**src/rtl/axis_arb_pkg.sv**
```systemverilog
// Shared types and helpers for AXI-Stream packet arbiters.
// Holds the arbiter state encoding and the rotating first-one search.
package axis_arb_pkg;

  typedef enum logic {ARB_IDLE, ARB_LOCKED} arb_state_t;

  localparam int unsigned MAX_SRC = 8;

  // Returns the first set index of req searching upward from
  // (last+1) mod n with wrap; returns n when nothing is set.
  function automatic int unsigned rr_first(
    input logic [7:0]  req,
    input logic [2:0]  last,
    input int unsigned n
  );
    int unsigned sel;
    int unsigned idx;
    sel = n;
    for (int unsigned k = 1; k <= MAX_SRC; k++) begin
      idx = (32'(last) + k) % n;
      if (k <= n && sel == n && req[idx[2:0]]) begin
        sel = idx;
      end
    end
    return sel;
  endfunction

endpackage

```
**src/rtl/axis_pkt_arbiter_rr_pick.sv**
```systemverilog
// Combinational round-robin picker.
// Finds the next requester after last_grant, wrapping around.
module rr_pick #(
  parameter int N  = 4,
  parameter int SW = $clog2(N)
) (
  input  logic [N-1:0]  req,
  input  logic [SW-1:0] last_grant,
  output logic [SW-1:0] gnt_idx,
  output logic          gnt_any
);
  import axis_arb_pkg::*;

  int unsigned sel;

  // rotating first-one over the request vector
  always_comb begin
    sel     = rr_first(8'(req), 3'(last_grant), N);
    gnt_any = (sel != N);
    gnt_idx = SW'(sel);
  end

endmodule

```
**src/rtl/axis_pkt_arbiter.sv**
```systemverilog
// Packet-atomic round-robin AXI-Stream arbiter.
// Grant held from first beat to tlast; one registered output stage.
module axis_pkt_arbiter #(
  parameter int NUM_SRC   = 4,
  parameter int DATA_W    = 32,
  parameter int MAX_BEATS = 16,
  localparam int SRC_W    = $clog2(NUM_SRC)
) (
  input  logic                      clk,
  input  logic                      rst_n,
  input  logic                      enable,
  input  logic                      clear,
  input  logic [NUM_SRC-1:0]        src_mask,
  input  logic [NUM_SRC-1:0]        s_tvalid,
  output logic [NUM_SRC-1:0]        s_tready,
  input  logic [NUM_SRC*DATA_W-1:0] s_tdata,
  input  logic [NUM_SRC-1:0]        s_tlast,
  output logic                      m_tvalid,
  input  logic                      m_tready,
  output logic [DATA_W-1:0]         m_tdata,
  output logic                      m_tlast,
  output logic [SRC_W-1:0]          m_tid,
  output logic                      busy,
  output logic                      pkt_done,
  output logic                      err_overlong
);
  import axis_arb_pkg::*;

  localparam int CNT_W = $clog2(MAX_BEATS + 1);
  localparam logic [SRC_W-1:0] LAST_RST =
    SRC_W'(NUM_SRC - 1);
  localparam logic [CNT_W-1:0] CNT_MAX =
    CNT_W'(MAX_BEATS);
  localparam logic [CNT_W-1:0] CNT_ERR =
    CNT_W'(MAX_BEATS - 1);

  arb_state_t state, state_nxt;

  logic [SRC_W-1:0]   grant, grant_nxt;
  logic [SRC_W-1:0]   last_grant;
  logic [SRC_W-1:0]   pick_idx;
  logic               pick_any;
  logic [NUM_SRC-1:0] req;
  logic [CNT_W-1:0]   beat_cnt;
  logic               out_ready;
  logic               accept;
  logic               acc_last;
  logic               set_err;
  logic [DATA_W-1:0]  sel_data;
  logic               sel_valid;
  logic               sel_last;

  assign req       = s_tvalid & src_mask;
  assign out_ready = ~m_tvalid | m_tready;
  assign busy      = (state == ARB_LOCKED);
  assign accept    = busy & sel_valid & out_ready;
  assign acc_last  = accept & sel_last;
  assign set_err   = accept & ~sel_last &
                     (beat_cnt == CNT_ERR);

  rr_pick #(
    .N  (NUM_SRC),
    .SW (SRC_W)
  ) u_pick (
    .req        (req),
    .last_grant (last_grant),
    .gnt_idx    (pick_idx),
    .gnt_any    (pick_any)
  );

  // select the granted source's beat
  always_comb begin
    sel_data  = '0;
    sel_valid = 1'b0;
    sel_last  = 1'b0;
    for (int i = 0; i < NUM_SRC; i++) begin
      if (grant == SRC_W'(i)) begin
        sel_data  = s_tdata[i*DATA_W +: DATA_W];
        sel_valid = s_tvalid[i];
        sel_last  = s_tlast[i];
      end
    end
  end

  // next state, grant decision and source ready
  always_comb begin
    state_nxt = state;
    grant_nxt = grant;
    s_tready  = '0;
    unique case (state)
      ARB_IDLE: begin
        if (enable && pick_any) begin
          state_nxt = ARB_LOCKED;
          grant_nxt = pick_idx;
        end
      end
      ARB_LOCKED: begin
        s_tready[grant] = out_ready;
        if (acc_last) begin
          state_nxt = ARB_IDLE;
        end
      end
    endcase
  end

  // state and current grant registers
  always_ff @(posedge clk or negedge rst_n) begin
    if (!rst_n) begin
      state <= ARB_IDLE;
      grant <= '0;
    end else begin
      state <= state_nxt;
      grant <= grant_nxt;
    end
  end

  // round-robin pointer; clear restarts at source 0
  always_ff @(posedge clk or negedge rst_n) begin
    if (!rst_n) begin
      last_grant <= LAST_RST;
    end else if (clear) begin
      last_grant <= LAST_RST;
    end else if (acc_last) begin
      last_grant <= grant;
    end
  end

  // saturating beat counter for the open packet
  always_ff @(posedge clk or negedge rst_n) begin
    if (!rst_n) begin
      beat_cnt <= '0;
    end else if (acc_last) begin
      beat_cnt <= '0;
    end else if (clear && !busy) begin
      beat_cnt <= '0;
    end else if (accept && beat_cnt != CNT_MAX) begin
      beat_cnt <= beat_cnt + 1'b1;
    end
  end

  // sticky overlong flag; clear wins over a same-cycle set
  always_ff @(posedge clk or negedge rst_n) begin
    if (!rst_n) begin
      err_overlong <= 1'b0;
    end else if (clear) begin
      err_overlong <= 1'b0;
    end else if (set_err) begin
      err_overlong <= 1'b1;
    end
  end

  // end-of-packet pulse
  always_ff @(posedge clk or negedge rst_n) begin
    if (!rst_n) begin
      pkt_done <= 1'b0;
    end else begin
      pkt_done <= acc_last;
    end
  end

  // output register, held while stalled
  always_ff @(posedge clk or negedge rst_n) begin
    if (!rst_n) begin
      m_tvalid <= 1'b0;
      m_tdata  <= '0;
      m_tlast  <= 1'b0;
      m_tid    <= '0;
    end else if (accept) begin
      m_tvalid <= 1'b1;
      m_tdata  <= sel_data;
      m_tlast  <= sel_last;
      m_tid    <= grant;
    end else if (m_tready) begin
      m_tvalid <= 1'b0;
    end
  end

endmodule
```
**config.mk**
```make
export PLATFORM = sky130hd
export DESIGN_NAME = axis_pkt_arbiter
export DESIGN_NICKNAME = d
export VERILOG_FILES = /design/src/rtl/axis_arb_pkg.sv /design/src/rtl/axis_pkt_arbiter_rr_pick.sv /design/src/rtl/axis_pkt_arbiter.sv
export SDC_FILE = /design/constraint.sdc
export NUM_CORES = 1
export LEC_CHECK = 0
export ABC_AREA = 1
export BUFFER_PORTS_ARGS = -buffer_cell sky130_fd_sc_hd__buf_4
export CAP_MARGIN = 20
export CORE_ASPECT_RATIO = 0.8
export CORE_MARGIN = 4
export CORE_UTILIZATION = 41
export CTS_CLUSTER_DIAMETER = 40
export CTS_CLUSTER_SIZE = 12
export DETAILED_ROUTE_END_ITERATION = 8
export PLACE_DENSITY_LB_ADDON = 0.08
export SLEW_MARGIN = 30
export SYNTH_ARGS = -nofsm -noshare
export SYNTH_HDL_FRONTEND = slang
export SYNTH_HIERARCHICAL = 1
export SYNTH_SLANG_ARGS = --single-unit
export TNS_END_PERCENT = 1
```
**constraint.sdc**
```tcl
create_clock -name clk -period 1.35 [get_ports clk]
set_input_delay 0.2025 -clock clk [delete_from_list [all_inputs] [get_ports clk]]
set_output_delay 0.2025 -clock clk [all_outputs]
set_load 0.1 [all_outputs]
```
Word level (Yosys, flattened, before mapping)
Cells that the tools add are included.
{"block": "word_totals", "reg_bits": 48, "latch_bits": 0, "ramBits": 0, "rom_bits": 0, "out_inout_bits": 43, "wordCells": 94, "n_memories": 0}
{"block": "classes", "n_addsub": 5, "mul": 0, "n_div": 0, "magnitude_cmp": 6, "eq_ne": 9, "shifts": 0, "mux": 39, "n_bitwise": 11, "reduce_logical": 14}
{"op": "32-bit 2-to-1 mux", "count": 7}
{"op": "32-bit by 3-bit == test with 1-bit output, second input constant", "count": 3}
{"op": "32-bit by 3-bit inequality test with 1-bit output, second input constant", "count": 1}
{"op": "1-bit 2-to-1 mux", "count": 19}
{"op": "2-bit by 4-bit < comparator with 1-bit output, second input constant", "count": 4}
{"op": "5-bit 2-to-1 mux", "count": 3}
{"op": "4-bit AND", "count": 2}
{"op": "1-bit binary-select mux with 2-bit select", "count": 4}
{"op": "1-bit logical AND", "count": 7}
{"op": "2-bit nonzero test", "count": 3}
{"op": "5-bit by 1-bit adder with 5-bit output, second input constant", "count": 1}
{"op": "1-bit AND", "count": 5}
{"op": "5-bit by 4-bit == test with 1-bit output, second input constant", "count": 1}
{"op": "5-bit inequality test, second input constant", "count": 1}
{"op": "2-bit by 1-bit adder with 2-bit output, second input constant", "count": 2}
{"op": "2-bit adder, second input constant", "count": 2}
{"op": "2-bit == test, second input constant", "count": 2}
{"op": "2-bit 2-to-1 mux", "count": 2}
{"op": "4-bit 2-to-1 mux", "count": 1}
{"op": "2-bit by 3-bit < comparator with 1-bit output, second input constant", "count": 1}
{"op": "3-bit 2-to-1 mux", "count": 1}
{"op": "1-bit NOT", "count": 3}
{"op": "3-bit nonzero test", "count": 1}
{"op": "1-bit demux with 2-bit select", "count": 1}
{"op": "other kinds (7)", "count": 7}

Longest topological paths before layout
{"block": "depth", "ltp_word": 17, "mapped_depth": 12}

Modules after synthesis
The synthesis kept the hierarchy.
{"module": "axis_pkt_arbiter", "n_inst": 1, "cells_each": 422, "area_per_inst_um2": 3046.7, "seq_area_each_um2": 1203.7}
{"module": "rr_pick", "n_inst": 1, "cells_each": 62, "area_per_inst_um2": 304.0, "seq_area_each_um2": 0.0}

Worst setup path after synthesis
OpenSTA, ideal clock, no wires.
{"block": "synth_path", "kind": "register to output", "startpoint": "register state, in the netlist busy", "endpoint": "output port s_tready[0]", "arrival_ps": 3225, "t_required_ps": 1148, "setup_slack_ps": -2078, "path_stages_with_launch": 3, "path_buffers": 0, "path_cell_list": "dfrtp_1 nand2_1 nor3_1"}
{"block": "synth_via", "elab_chain_len": 1}
{"item": "from (decl)", "line": "axis_pkt_arbiter.sv:37", "text": "arb_state_t state, state_nxt;"}
{"item": "from (signal assigned)", "line": "axis_pkt_arbiter.sv:112", "text": "state <= state_nxt;"}
{"item": "4-bit 2-to-1 mux", "line": "axis_pkt_arbiter.sv:90", "text": "unique case (state)"}
{"item": "to (decl)", "line": "axis_pkt_arbiter.sv:15", "text": "output logic [NUM_SRC-1:0] s_tready,"}
Every way passes these cells.

Worst setup path in the final report
{"block": "layout_path", "startpoint": "register grant[0]", "endpoint": "output port s_tready[2]"}
{"block": "layout_via", "elab_chain_len": 6, "elab_cells_between_ends": 7}
{"item": "from (decl)", "line": "axis_pkt_arbiter.sv:39", "text": "logic [SRC_W-1:0] grant, grant_nxt;"}
{"item": "from (signal assigned)", "line": "axis_pkt_arbiter.sv:113", "text": "grant <= grant_nxt;"}
{"item": "2-bit by 3-bit < comparator with 1-bit output (not written as such) or 2-bit by 1-bit greater-or-equal comparator with 1-bit output (tied branches)", "line": "axis_pkt_arbiter.sv:98", "text": "s_tready[grant] = out_ready;"}
{"item": "1-bit logical AND (not written as such)", "line": "axis_pkt_arbiter.sv:98"}
{"item": "1-bit 2-to-1 mux (not written as such)", "line": "axis_pkt_arbiter.sv:98"}
{"item": "1-bit demux with 2-bit select (*)", "line": "axis_pkt_arbiter.sv:98"}
{"item": "4-bit AND (no line) (*)"}
{"item": "4-bit 2-to-1 mux (*)", "line": "axis_pkt_arbiter.sv:90"}
Mark *: on every way between the ends. The rest lies on a longest branch, timed or not.

==> out/results.ini <==
[global_route]
use_met2=0.397
busiest_layer=met2
track_usage=0.233
grt_max_degree=39
antenna_found_initial=0
globalRouteMet3Util=0.0554
globalRouteOverflowTotal=0
grt_pass1_vias=3841
met1_usage=0.297
grt_pass1_wl_microns=18000

[pwr]
p_leak_uw=0.00288
ir_drop_v=0.00170
power.total_uw=15400
powerDensity_nw_per_um2=2850

[placed_design]
place_hpwl_microns=9190
numPortBuffers=187
dpl.cell_count=798
preCtsSetupSlack_ns=-0.231
gp_congestion=0.804

[run]
maxCapViolCount=0

[route]
ant_nets=0
drt_iter0_markers=159
dr.pass1.iters=5
drt-total-wl_microns=11700
via_per_inst=5.03
vias=4077
remaining_drc_errors=0
wl_per_cell_microns=14.4

[floorplanning]
num_io_pins=188
core_sq_um=7950
num_rows=29
start_util=0.422
die_y_microns=88.9
die_w_microns=109
dieArea_sq_um=9690

[sta]
maxSlewViolCount=0
fmax_ghz=0.613
finalCritPeriodShare=1.21
max_slew_margin=0.745
period_needed_ns=1.63
rsz0062_at_grt=yes
hold_violations=0
setup_violations=51
fin_tns_setup_ns=-6.44
setup_slack_ns=-0.282
worst_pin_slew_ns=0.383
fin_skew_ns=0.00575

[worst_setup_path]
reg2reg_slack_ns=-0.20
reg2reg_from=last_grant[0]
endpoint_kind=primary output
worstSetupStartpoint=grant[0]
r2r_end=grant[1]
rr_worst_depth=12
crit_type=register to primary output
endpoint=s_tready[2]
worstPathMaxFanout=21
arrival_ns=1.43
worstSetupStartpointType=register
required_ns=1.15

[cells_and_area]
most-common-layout-cells=221 x buf_4, 177 x nand2_1, 57 x nand3_1
fin_nets=850
drive_gt1_frac=0.472
layout_commonest_cell=buf_4
fin_cells=810
n_antenna_cell=0
synthToLayoutAreaGrowth_pct=61.5

[synthesis]
synth_warnings=6
synth_fp_nets=632
netlist_area_sq_um=3350
synth.avg_cell_area_sq_um=6.92
synth-seq-cells=48
yosysUniqueCellTypes=29
seq_area_frac_synth=0.359
synth_cells=484

[clock_network]
cts_tree=built
cts_root_buf=clkbuf_8
numClockSinks=48
cts_made_buffers=5
clk_pin_slew_ns=0.08
htreeDepth=2
clk_latency_ns=0.30
cts_buffer_depth=2

[outcome]
violations=setup timing
status=complete, but fails checks

[min_path]
hold_class=input port to register

-- report_power, final --
group          switching (uW)  internal [uW]  total, uW  leakage, uW
Combinational            8340           3640      12000      0.00225
Sequential                491           2130       2620     0.000594
Clock                     472            352        824    0.0000400
-- worst max-delay path, stage by stage, from the launching register on --
cell and delay [ns]:
dfrtp_2 0.50, buf_6 0.21, nor3_4 0.23, buf_12 0.20
-- timing repair --
action / CTS / global route
pin swaps: 4 / 10
hold endpoints to repair: 24 / 0
setup endpoints to repair: 53 / 52
hold buffers: 1 / 0
resized for setup: 25 / 11
setup buffers: 3 / 1
gates cloned: 0 / 0
-- cell usage after synthesis, drive strengths merged --
master / count / area (sq um)
dfrtp: 46 / 1150
nand3b: 1 / 7.51
nand2: 217 / 905
nor2: 23 / 106
buf: 20 / 149
nand3: 62 / 330
dfstp: 2 / 52.6
xor2: 1 / 8.76
ha: 3 / 37.5
clkinv: 1 / 3.75
nand4: 24 / 150
nor3: 3 / 15.0
o21ai: 22 / 174
clkbuf: 6 / 22.5
inv: 34 / 128
a21oi: 19 / 110
-- state kept, by name, summed over array words and instances, names as in the netlist --
| register | count |
|---|---|
| beat_cnt | 5 |
| m_tlast | 1 |
| m_tid | 2 |
| busy | 1 |
| m_tvalid | 1 |
| pkt_done | 1 |
| err_overlong | 1 |
| last_grant | 2 |
| grant | 2 |
| m_tdata | 32 |
-- layer usage --
layer,routed length (microns),vias to the layer above
met5,0,-
met4,249,0
met3,957,21
met2,5810,135
met1,4640,1920
li1,-,2001
-- cells by family (layout without fill, tap and decap cells) --
logic type	count (synthesis)	in the layout	synth area share
compound gates	41	41	0.0848
xor+xnor	1	1	0.00261
fa+ha+maj	3	3	0.0112
buf+inv	61	279	0.0904
flops	48	48	0.359
simple gates	330	330	0.452
-- worst min-delay path by stage --
stage / startpoint / to / cells after the start
after global routing: clear / err_overlong / 2
after CTS: clear / err_overlong / 2
after detailed placement: rst_n / m_tdata[9] / 1
final: clear / err_overlong / 2
after global placement: rst_n / m_tdata[9] / 1
after floorplan: rst_n / beat_cnt[0] / 0
-- area by class of cell --
class                           instances  area [sq um]
Multi-Input combinational cell        375          1940
Tap cell                              108           135
Inverter                               35           134
Fill cell                             689          2530
Timing Repair Buffer                  237          1910
Sequential cell                        48          1210
Clock buffer                            5          68.8
Clock inverter                          2          12.5
-- through the flow --
step           utilization  cell area, sq um  hold slack (ns)
2_1_floorplan            -              3400          -0.0931
3_3_place_gp         0.650              5160            0.147
3_5_place_dp         0.650              5160            0.150
4_1_cts              0.676              5370           0.0589
5_1_grt              0.681              5410           0.0626
6_report             0.681              5410           0.0650
Power figures use the tool's default switching activity.
